===== src/rtl/hazard_ctrl_pkg.sv =====
// Shared types for the pipeline hazard controller: FSM states, register
// index type and the per-latch write/flush control pair.
package hazard_ctrl_pkg;

    localparam int REG_W_DEFAULT = 5;
    localparam int CNT_W_DEFAULT = 16;

    typedef enum logic [1:0] {
        RUN    = 2'd0,
        DRAIN  = 2'd1,
        HALTED = 2'd2
    } hzstate_t;

    typedef logic [REG_W_DEFAULT-1:0] regbits_t;

    typedef struct packed {
        logic wen;
        logic flush;
    } latch_ctrl_t;

    // Flush wins over wen inside the latches, so a bubble only needs flush set.
    localparam latch_ctrl_t LC_HOLD   = '{wen: 1'b0, flush: 1'b0};
    localparam latch_ctrl_t LC_LOAD   = '{wen: 1'b1, flush: 1'b0};
    localparam latch_ctrl_t LC_BUBBLE = '{wen: 1'b0, flush: 1'b1};

    localparam int L_IFID  = 0;
    localparam int L_IDEX  = 1;
    localparam int L_EXMEM = 2;
    localparam int L_MEMWB = 3;
    localparam int N_LATCH = 4;

endpackage


===== src/rtl/hazard_ctrl_detect.sv =====
// Load-use detector: a load sitting in idex whose destination is read by the
// instruction in ifid. Register 0 never creates a dependency.
module hazard_detect
    import hazard_ctrl_pkg::*;
#(
    parameter int REG_W = REG_W_DEFAULT
) (
    input  logic             ex_load,
    input  logic [REG_W-1:0] ex_writeReg,
    input  logic [REG_W-1:0] id_rs,
    input  logic [REG_W-1:0] id_rt,
    output logic             load_use
);

    logic [REG_W-1:0] rs_eq;
    logic [REG_W-1:0] rt_eq;

    genvar gi;
    generate
        for (gi = 0; gi < REG_W; gi++) begin : g_cmp
            assign rs_eq[gi] = ~(ex_writeReg[gi] ^ id_rs[gi]);
            assign rt_eq[gi] = ~(ex_writeReg[gi] ^ id_rt[gi]);
        end
    endgenerate

    assign load_use = ex_load & (|ex_writeReg) & ((&rs_eq) | (&rt_eq));

endmodule


===== src/rtl/hazard_ctrl.sv =====
// Pipeline controller for the 5-stage core: latch write/flush steering,
// halt-drain sequencing and a saturating stall-cycle counter.
module hazard_ctrl
    import hazard_ctrl_pkg::*;
#(
    parameter int REG_W = REG_W_DEFAULT,
    parameter int CNT_W = CNT_W_DEFAULT
) (
    input  logic             CLK,
    input  logic             nRST,
    input  logic             ihit,
    input  logic             dhit,
    input  logic             mem_dREN,
    input  logic             mem_dWEN,
    input  logic             mem_redirect,
    input  logic             ex_load,
    input  logic [REG_W-1:0] ex_writeReg,
    input  logic [REG_W-1:0] id_rs,
    input  logic [REG_W-1:0] id_rt,
    input  logic             id_halt,
    input  logic             wb_halt,
    output logic             pc_wen,
    output logic             ifid_wen,
    output logic             ifid_flush,
    output logic             idex_wen,
    output logic             idex_flush,
    output logic             exmem_wen,
    output logic             exmem_flush,
    output logic             memwb_wen,
    output logic             memwb_flush,
    output logic             halt,
    output logic [CNT_W-1:0] stall_cnt
);

    hzstate_t         state_reg, state_next;
    logic             halt_reg;
    logic [CNT_W-1:0] stall_cnt_reg, stall_cnt_next;

    latch_ctrl_t ctrl [N_LATCH];
    logic        load_use;
    logic        dmem_stall;
    logic        redirect;

    hazard_detect #(.REG_W(REG_W)) u_detect (
        .ex_load     (ex_load),
        .ex_writeReg (ex_writeReg),
        .id_rs       (id_rs),
        .id_rt       (id_rt),
        .load_use    (load_use)
    );

    assign dmem_stall = (mem_dREN | mem_dWEN) & ~dhit;
    // A redirect cannot act until the memory access in the same stage finishes.
    assign redirect   = mem_redirect & ~dmem_stall;

    always_comb begin
        state_next = state_reg;
        pc_wen     = 1'b0;
        for (int i = 0; i < N_LATCH; i++) ctrl[i] = LC_HOLD;

        case (state_reg)
            RUN: begin
                if (dmem_stall) begin
                    ctrl[L_MEMWB] = LC_BUBBLE;
                end else if (redirect) begin
                    pc_wen         = 1'b1;
                    ctrl[L_IFID]   = LC_BUBBLE;
                    ctrl[L_IDEX]   = LC_BUBBLE;
                    ctrl[L_EXMEM]  = LC_BUBBLE;
                    ctrl[L_MEMWB]  = LC_LOAD;
                end else if (load_use) begin
                    ctrl[L_IDEX]   = LC_BUBBLE;
                    ctrl[L_EXMEM]  = LC_LOAD;
                    ctrl[L_MEMWB]  = LC_LOAD;
                end else if (!ihit) begin
                    ctrl[L_IFID]   = LC_BUBBLE;
                    ctrl[L_IDEX]   = LC_LOAD;
                    ctrl[L_EXMEM]  = LC_LOAD;
                    ctrl[L_MEMWB]  = LC_LOAD;
                end else begin
                    pc_wen = 1'b1;
                    for (int i = 0; i < N_LATCH; i++) ctrl[i] = LC_LOAD;
                end

                if (wb_halt)
                    state_next = HALTED;
                else if (id_halt && !dmem_stall && !redirect && !load_use)
                    state_next = DRAIN;
            end

            DRAIN: begin
                // Fetch is frozen; only instructions older than HALT keep moving.
                ctrl[L_IFID] = LC_BUBBLE;
                if (dmem_stall) begin
                    ctrl[L_MEMWB] = LC_BUBBLE;
                end else if (redirect) begin
                    pc_wen         = 1'b1;
                    ctrl[L_IDEX]   = LC_BUBBLE;
                    ctrl[L_EXMEM]  = LC_BUBBLE;
                    ctrl[L_MEMWB]  = LC_LOAD;
                end else if (load_use) begin
                    ctrl[L_IDEX]   = LC_BUBBLE;
                    ctrl[L_EXMEM]  = LC_LOAD;
                    ctrl[L_MEMWB]  = LC_LOAD;
                end else begin
                    ctrl[L_IDEX]   = LC_LOAD;
                    ctrl[L_EXMEM]  = LC_LOAD;
                    ctrl[L_MEMWB]  = LC_LOAD;
                end

                if (wb_halt)
                    state_next = HALTED;
                else if (redirect)
                    state_next = RUN;
            end

            HALTED: begin
                state_next = HALTED;
            end

            default: begin
                state_next = RUN;
            end
        endcase
    end

    always_comb begin
        stall_cnt_next = stall_cnt_reg;
        if (!pc_wen && state_reg != HALTED && !(&stall_cnt_reg))
            stall_cnt_next = stall_cnt_reg + {{(CNT_W-1){1'b0}}, 1'b1};
    end

    always_ff @(posedge CLK or negedge nRST) begin
        if (!nRST) begin
            state_reg     <= RUN;
            halt_reg      <= 1'b0;
            stall_cnt_reg <= '0;
        end else begin
            state_reg     <= state_next;
            halt_reg      <= (state_next == HALTED);
            stall_cnt_reg <= stall_cnt_next;
        end
    end

    assign ifid_wen    = ctrl[L_IFID].wen;
    assign ifid_flush  = ctrl[L_IFID].flush;
    assign idex_wen    = ctrl[L_IDEX].wen;
    assign idex_flush  = ctrl[L_IDEX].flush;
    assign exmem_wen   = ctrl[L_EXMEM].wen;
    assign exmem_flush = ctrl[L_EXMEM].flush;
    assign memwb_wen   = ctrl[L_MEMWB].wen;
    assign memwb_flush = ctrl[L_MEMWB].flush;
    assign halt        = halt_reg;
    assign stall_cnt   = stall_cnt_reg;

endmodule


===== config.mk =====
export PLATFORM = sky130hd
export DESIGN_NAME = hazard_ctrl
export DESIGN_NICKNAME = d
export VERILOG_FILES = /design/src/rtl/hazard_ctrl_pkg.sv /design/src/rtl/hazard_ctrl_detect.sv /design/src/rtl/hazard_ctrl.sv
export SDC_FILE = /design/constraint.sdc
export NUM_CORES = 1
export LEC_CHECK = 0
export ABC_CLOCK_PERIOD_IN_PS = 1940
export CAP_MARGIN = 20
export CORE_AREA = 2 2 56 58
export DETAILED_ROUTE_END_ITERATION = 6
export DIE_AREA = 0 0 58 60
export DONT_BUFFER_PORTS = 1
export GPL_TIMING_DRIVEN = 1
export HOLD_SLACK_MARGIN = 0.15
export PLACE_DENSITY_LB_ADDON = 0.3
export SYNTH_ARGS = -nofsm -noshare
export SYNTH_HDL_FRONTEND = slang
export SYNTH_SLANG_ARGS = --single-unit

===== constraint.sdc =====
create_clock -name CLK -period 1.94 [get_ports CLK]
set_clock_uncertainty 0.2 [all_clocks]
set_input_delay 0 -clock CLK [delete_from_list [all_inputs] [get_ports CLK]]
set_output_delay 0 -clock CLK [all_outputs]
set_load 0.02 [all_outputs]

Word-level counts from Yosys, hierarchy flattened
Cells that the tools add are included.
W data, S select, Z words.
- add/subtract/negate cells: 1
- equality and inequality tests: 4
- multiplexer cells: 23
- bitwise gates (word level): 28
- reduce and logical (&&, ||, !) cells: 15
- operators with widths (kind ; count):
    $mux W6 ; 4
    $add A16 B1 Y16 const B ; 1
    $mux W8 ; 2
    $pmux W8 S2 ; 1
    $reduce_and A16 Y1 ; 1
    $mux W2 ; 7
    $not A1 Y1 ; 12
    $reduce_and A5 Y1 ; 2
    $xor A1 B1 Y1 ; 10
    $mux W1 ; 6
    $pmux W2 S3 ; 1
    $logic_and A1 B1 Y1 ; 5
    $logic_not A1 Y1 ; 5
    $reduce_or A5 Y1 ; 1
    $and A1 B1 Y1 ; 4
    $eq A2 B2 Y1 const B ; 2
    $mux W4 ; 1
    $eq A2 B1 Y1 const B ; 1
    $logic_not A2 Y1 ; 1
    $ne A2 B2 Y1 const B ; 1
    $or A1 B1 Y1 ; 2
    $pmux W1 S2 ; 1
- flip-flop bits (word level): 19
- input bits: 25
- word-level logic and storage cells: 74

Logic depth before layout (Yosys ltp)
- depth in word-level cells: 12
- mapped depth: 8

Hierarchy
A second synthesis with hierarchy kept.
- cells, all modules: 115
- area, all modules: 1171.1 um^2
- by module, submodules not included (module ; times used ; cells each ; area each (um^2) ; sequential area each (um^2)):
    hazard_ctrl ; 1 ; 98 ; 1046.0 ; 450.4
    hazard_detect ; 1 ; 17 ; 125.1 ; 0.0

Least setup slack after synthesis
OpenSTA, ideal clock, no wires.
- path type: register to register
- start point: register, netlist name halt
- end point: register state_reg[0]
- setup time: 0.068 ns
- data arrival time: 1.854 ns
- required time: 1.672 ns
- path slack: -0.182 ns
- stages on the path, launching flop included: 5
- path buffers: 1
- clock period less this slack: 2.122 ns
- cell sequence: dfrtp_1 -> buf_6 -> nor3_1 -> nor2b_1 -> a41o_1
- RTL lines (what ; line ; source):
    end signal, assigned ; hazard_ctrl.sv:139 ; state_reg <= state_next;
    end, declared ; hazard_ctrl.sv:35 ; hzstate_t state_reg, state_next;

Worst setup path after layout
- start point: input ex_writeReg[1]
- end point: output idex_wen
- cells in the longest elaborated chain, start to end: 9
- elaborated cells between the ends (all ways): 17
- ends and longest elaborated chain (what ; line ; source):
    start, declared ; hazard_ctrl.sv:17 ; input logic [REG_W-1:0] ex_writeReg,
    $xor A1 B1 Y1, on equally long branches ; hazard_ctrl_detect.sv:21, hazard_ctrl_detect.sv:22 ;
    $not A1 Y1, on equally long branches ; hazard_ctrl_detect.sv:21, hazard_ctrl_detect.sv:22 ;
    $reduce_and A5 Y1 ; hazard_ctrl_detect.sv:26 ; assign load_use = ex_load & (|ex_writeReg) & ((&rs_eq) | (&rt_eq));
    $or A1 B1 Y1 ; hazard_ctrl_detect.sv:26 ;
    $and A1 B1 Y1 * ; hazard_ctrl_detect.sv:26 ;
    $mux W6, on equally long branches ; hazard_ctrl.sv:101, hazard_ctrl.sv:71 ;
    $mux W6 / $mux W8 (equally long branches) ; hazard_ctrl.sv:96, hazard_ctrl.sv:65 ;
    $mux W4 / $mux W6 (equally long branches) ; hazard_ctrl.sv:94, hazard_ctrl.sv:63 ;
    $pmux W8 S2 * ; hazard_ctrl.sv:61 ; case (state_reg)
    end, declared ; hazard_ctrl.sv:25 ; output logic idex_wen,
Mark *: on every way between the ends. The rest lies on a longest branch, timed or not.

==> results.json <==
{
  "critPathCaptureType": "primary output",
  "drtIter0Drc": 62,
  "p_seq_share_pct": 37.3,
  "clk_path_buf_depth": 2,
  "syn-cell-area_um2": 1240,
  "finalCritPeriodShare_pct": 97.1,
  "power.share.clock_pct": 17.2,
  "die_h_um": 60,
  "synth-async-reset-ratio_pct": 100,
  "synth_top_area_share_pct": 36.2,
  "overflow": 0,
  "slew_viol_final": 0,
  "synth-edff-count": 0,
  "cts_root_buf": "clkbuf_4",
  "crit_type": "input port to primary output",
  "ioPinCount": 51,
  "h-tree-depth": 1,
  "drv_cap": 0,
  "cp_max_fo": 5,
  "synth_seq_cells": 18,
  "syn-num-nets": 151,
  "rsz0062_at_grt": "no",
  "switching_power_w": 0.000486,
  "tightest_slew_ns": 0.806,
  "die_w_um": 58,
  "leakage_nw": 0.754,
  "clock-sinks": 18,
  "grt_max_degree": 19,
  "p_sw_share_pct": 36.7,
  "outcome": "completed",
  "synth.area.top_cells": "dfrtp_1, xnor2_1, nand3_2",
  "antenna_found_initial": 0,
  "vdd_drop_max_v": 0.000588,
  "largest_register_ffs": 16,
  "drc": 0,
  "routed_via_density": 5.45,
  "p_per_area_nw_per_um2": 763,
  "clkTransAtPathRegs_ns": 0.10,
  "vias": 1129,
  "fin_nets": 201,
  "cp-start-kind": "input port",
  "hold_path.class": "input port to register",
  "post_drt_wl_per_cell_um": 13.8,
  "layout-drive-gt1-share_pct": 38.5,
  "avgSynthCellArea_um2": 9.95,
  "track_usage_pct": 17.2,
  "ys_types": 40,
  "syn2layout_area_growth_pct": 39.6,
  "setup_violations": 0,
  "required_ns": 1.74,
  "final.setup.tns_ns": 0,
  "dr.pass1.iters": 4,
  "antenna_left": 0,
  "stdcell_count": 207,
  "hpwl_um": 2220,
  "ys_seq_area_share_pct": 36.2,
  "fmax_ghz": 0.531,
  "wirelength_um": 2850,
  "fp.dieArea_um2": 3480,
  "combPwrFrac_pct": 45.5,
  "arrival_ns": 1.68,
  "placed_cells": 189,
  "grt_pass1_wl_um": 4580,
  "hold_viol_final": 0,
  "antenna_cells": 0,
  "gp_congestion": 0.863,
  "cts_made_buffers": 3,
  "fin_crit_ns": 1.88,
  "grt_pass1_vias": 1073,
  "initial_utilization_pct": 42.8,
  "cts_tree": "yes",
  "io_buffer_count": 0,
  "whs_ns": 0.142,
  "netlist_instances": 125,
  "ys.flop_type": "dfrtp_1",
  "yosysTopAreaCell": "dfrtp_1",
  "max_slew_margin_pct": 46.1,
  "clkLatencyLatePin_ns": 0.29,
  "internal_power_w": 0.000838,
  "yosys_warnings": 0,
  "rows": 20,
  "core_area_um2": 2900
}
cells in the final DEF, fill, tap and decap left out, types with 2 or more instances in the layout:
cell / Yosys / layout
a31oi_1: 2 / 2
and3_1: 7 / 5
buf_4: 0 / 36
clkbuf_4: 0 / 3
dfrtp_1: 18 / 15
dfrtp_2: 0 / 3
dlygate4sd3_1: 0 / 11
inv_1: 4 / 4
nand2_1: 5 / 5
nand3_1: 8 / 7
nand3_2: 6 / 7
nand4_1: 4 / 4
nand4b_1: 2 / 2
nor2_1: 8 / 8
nor3_1: 4 / 3
o21a_1: 2 / 2
o21ai_0: 2 / 2
xnor2_1: 23 / 23
critical path, stage by stage:
cell           delay [ns]
or3_1                0.39
o311a_2              0.40
dlygate4sd3_1        0.58
nor2b_1              0.15
buf_4                0.16
stage by stage:
| step | util [%] | setup WS [ns] | power [W] | cell area (um^2) |
|---|---|---|---|---|
| 2_1_floorplan | - | 0.00313 | 0.000828 | 1250 |
| 3_3_place_gp | 52.6 | 0.0570 | 0.00102 | 1530 |
| 3_5_place_dp | 52.6 | 0.0394 | 0.00103 | 1530 |
| 4_1_cts | 57.6 | 0.0252 | 0.00129 | 1670 |
| 5_1_grt | 59.8 | 0.00257 | 0.00141 | 1740 |
| 6_report | 59.8 | 0.0563 | 0.00132 | 1740 |
what timing repair did:
item | in CTS | in global routing
setup endpoints to repair | 0 | 14
hold buffers | 11 | 0
resized for setup | 0 | 10
buffers inserted | 0 | 3
endpoints found under the hold margin | 32 | 0
final cells by class:
cell class,instances,area (um^2)
inverters,4,15.0
clock buffers,4,36.3
fillers,245,1170
well taps,33,41.3
repair buffers,49,412
multi-input cells,99,778
flip-flops and latches,18,454
layer usage:
layer	vias to the layer above	global-route usage, %	routed length, um
met2	40	28.9	1450
met4	0	5.98	13
met1	541	22.4	1200
met5	-	0	0
met3	2	3.03	188
li1	546	-	-
Yosys cell counts, types with 2 or more instances:
cell	instances
o21ai_0	2
dfrtp_1	18
nand4b_1	2
nand3_1	8
nand3_2	6
nand2_1	5
nor3_1	4
nor3b_1	2
o22ai_1	2
inv_1	4
buf_6	2
a31oi_1	2
nand4_1	4
and3_1	7
xnor2_1	23
or3_1	2
nor2_1	8
o21a_1	2
cell families after synthesis:
logic type | Yosys count | share of synthesized area (%)
fa+ha+maj | 1 | 1.01
simple gates | 59 | 31.2
flops | 18 | 36.2
mux | 1 | 0.905
buf+inv | 8 | 4.53
xor+xnor | 24 | 16.9
compound gates | 14 | 9.25
power groups by stage:
stage / Combinational (W) / Sequential (W) / Clock [W]
5_1_grt: 0.000654 / 0.000505 / 0.000251
2_1_floorplan: 0.000265 / 0.000563 / 0
3_3_place_gp: 0.000527 / 0.000498 / 0
6_report: 0.000603 / 0.000494 / 0.000228
3_5_place_dp: 0.000532 / 0.000501 / 0
4_1_cts: 0.000560 / 0.000494 / 0.000239
path summary, 6_finish.rpt:
kind / start / endpoint / slack (ns) / cells past startpoint
max reg2reg: stall_cnt[0] / stall_cnt[11] / 0.12 / 7
max: ex_writeReg[1] / idex_wen / 0.06 / 5
min reg2reg: stall_cnt[0] / stall_cnt[0] / 0.30 / 1
min: ihit / stall_cnt[10] / 0.14 / 4
min in group asynchronous: nRST / stall_cnt[0] / 0.56 / 2
max in group asynchronous: nRST / stall_cnt[2] / 0.43 / 2
Note: power is estimated with default switching activity, not from simulation.
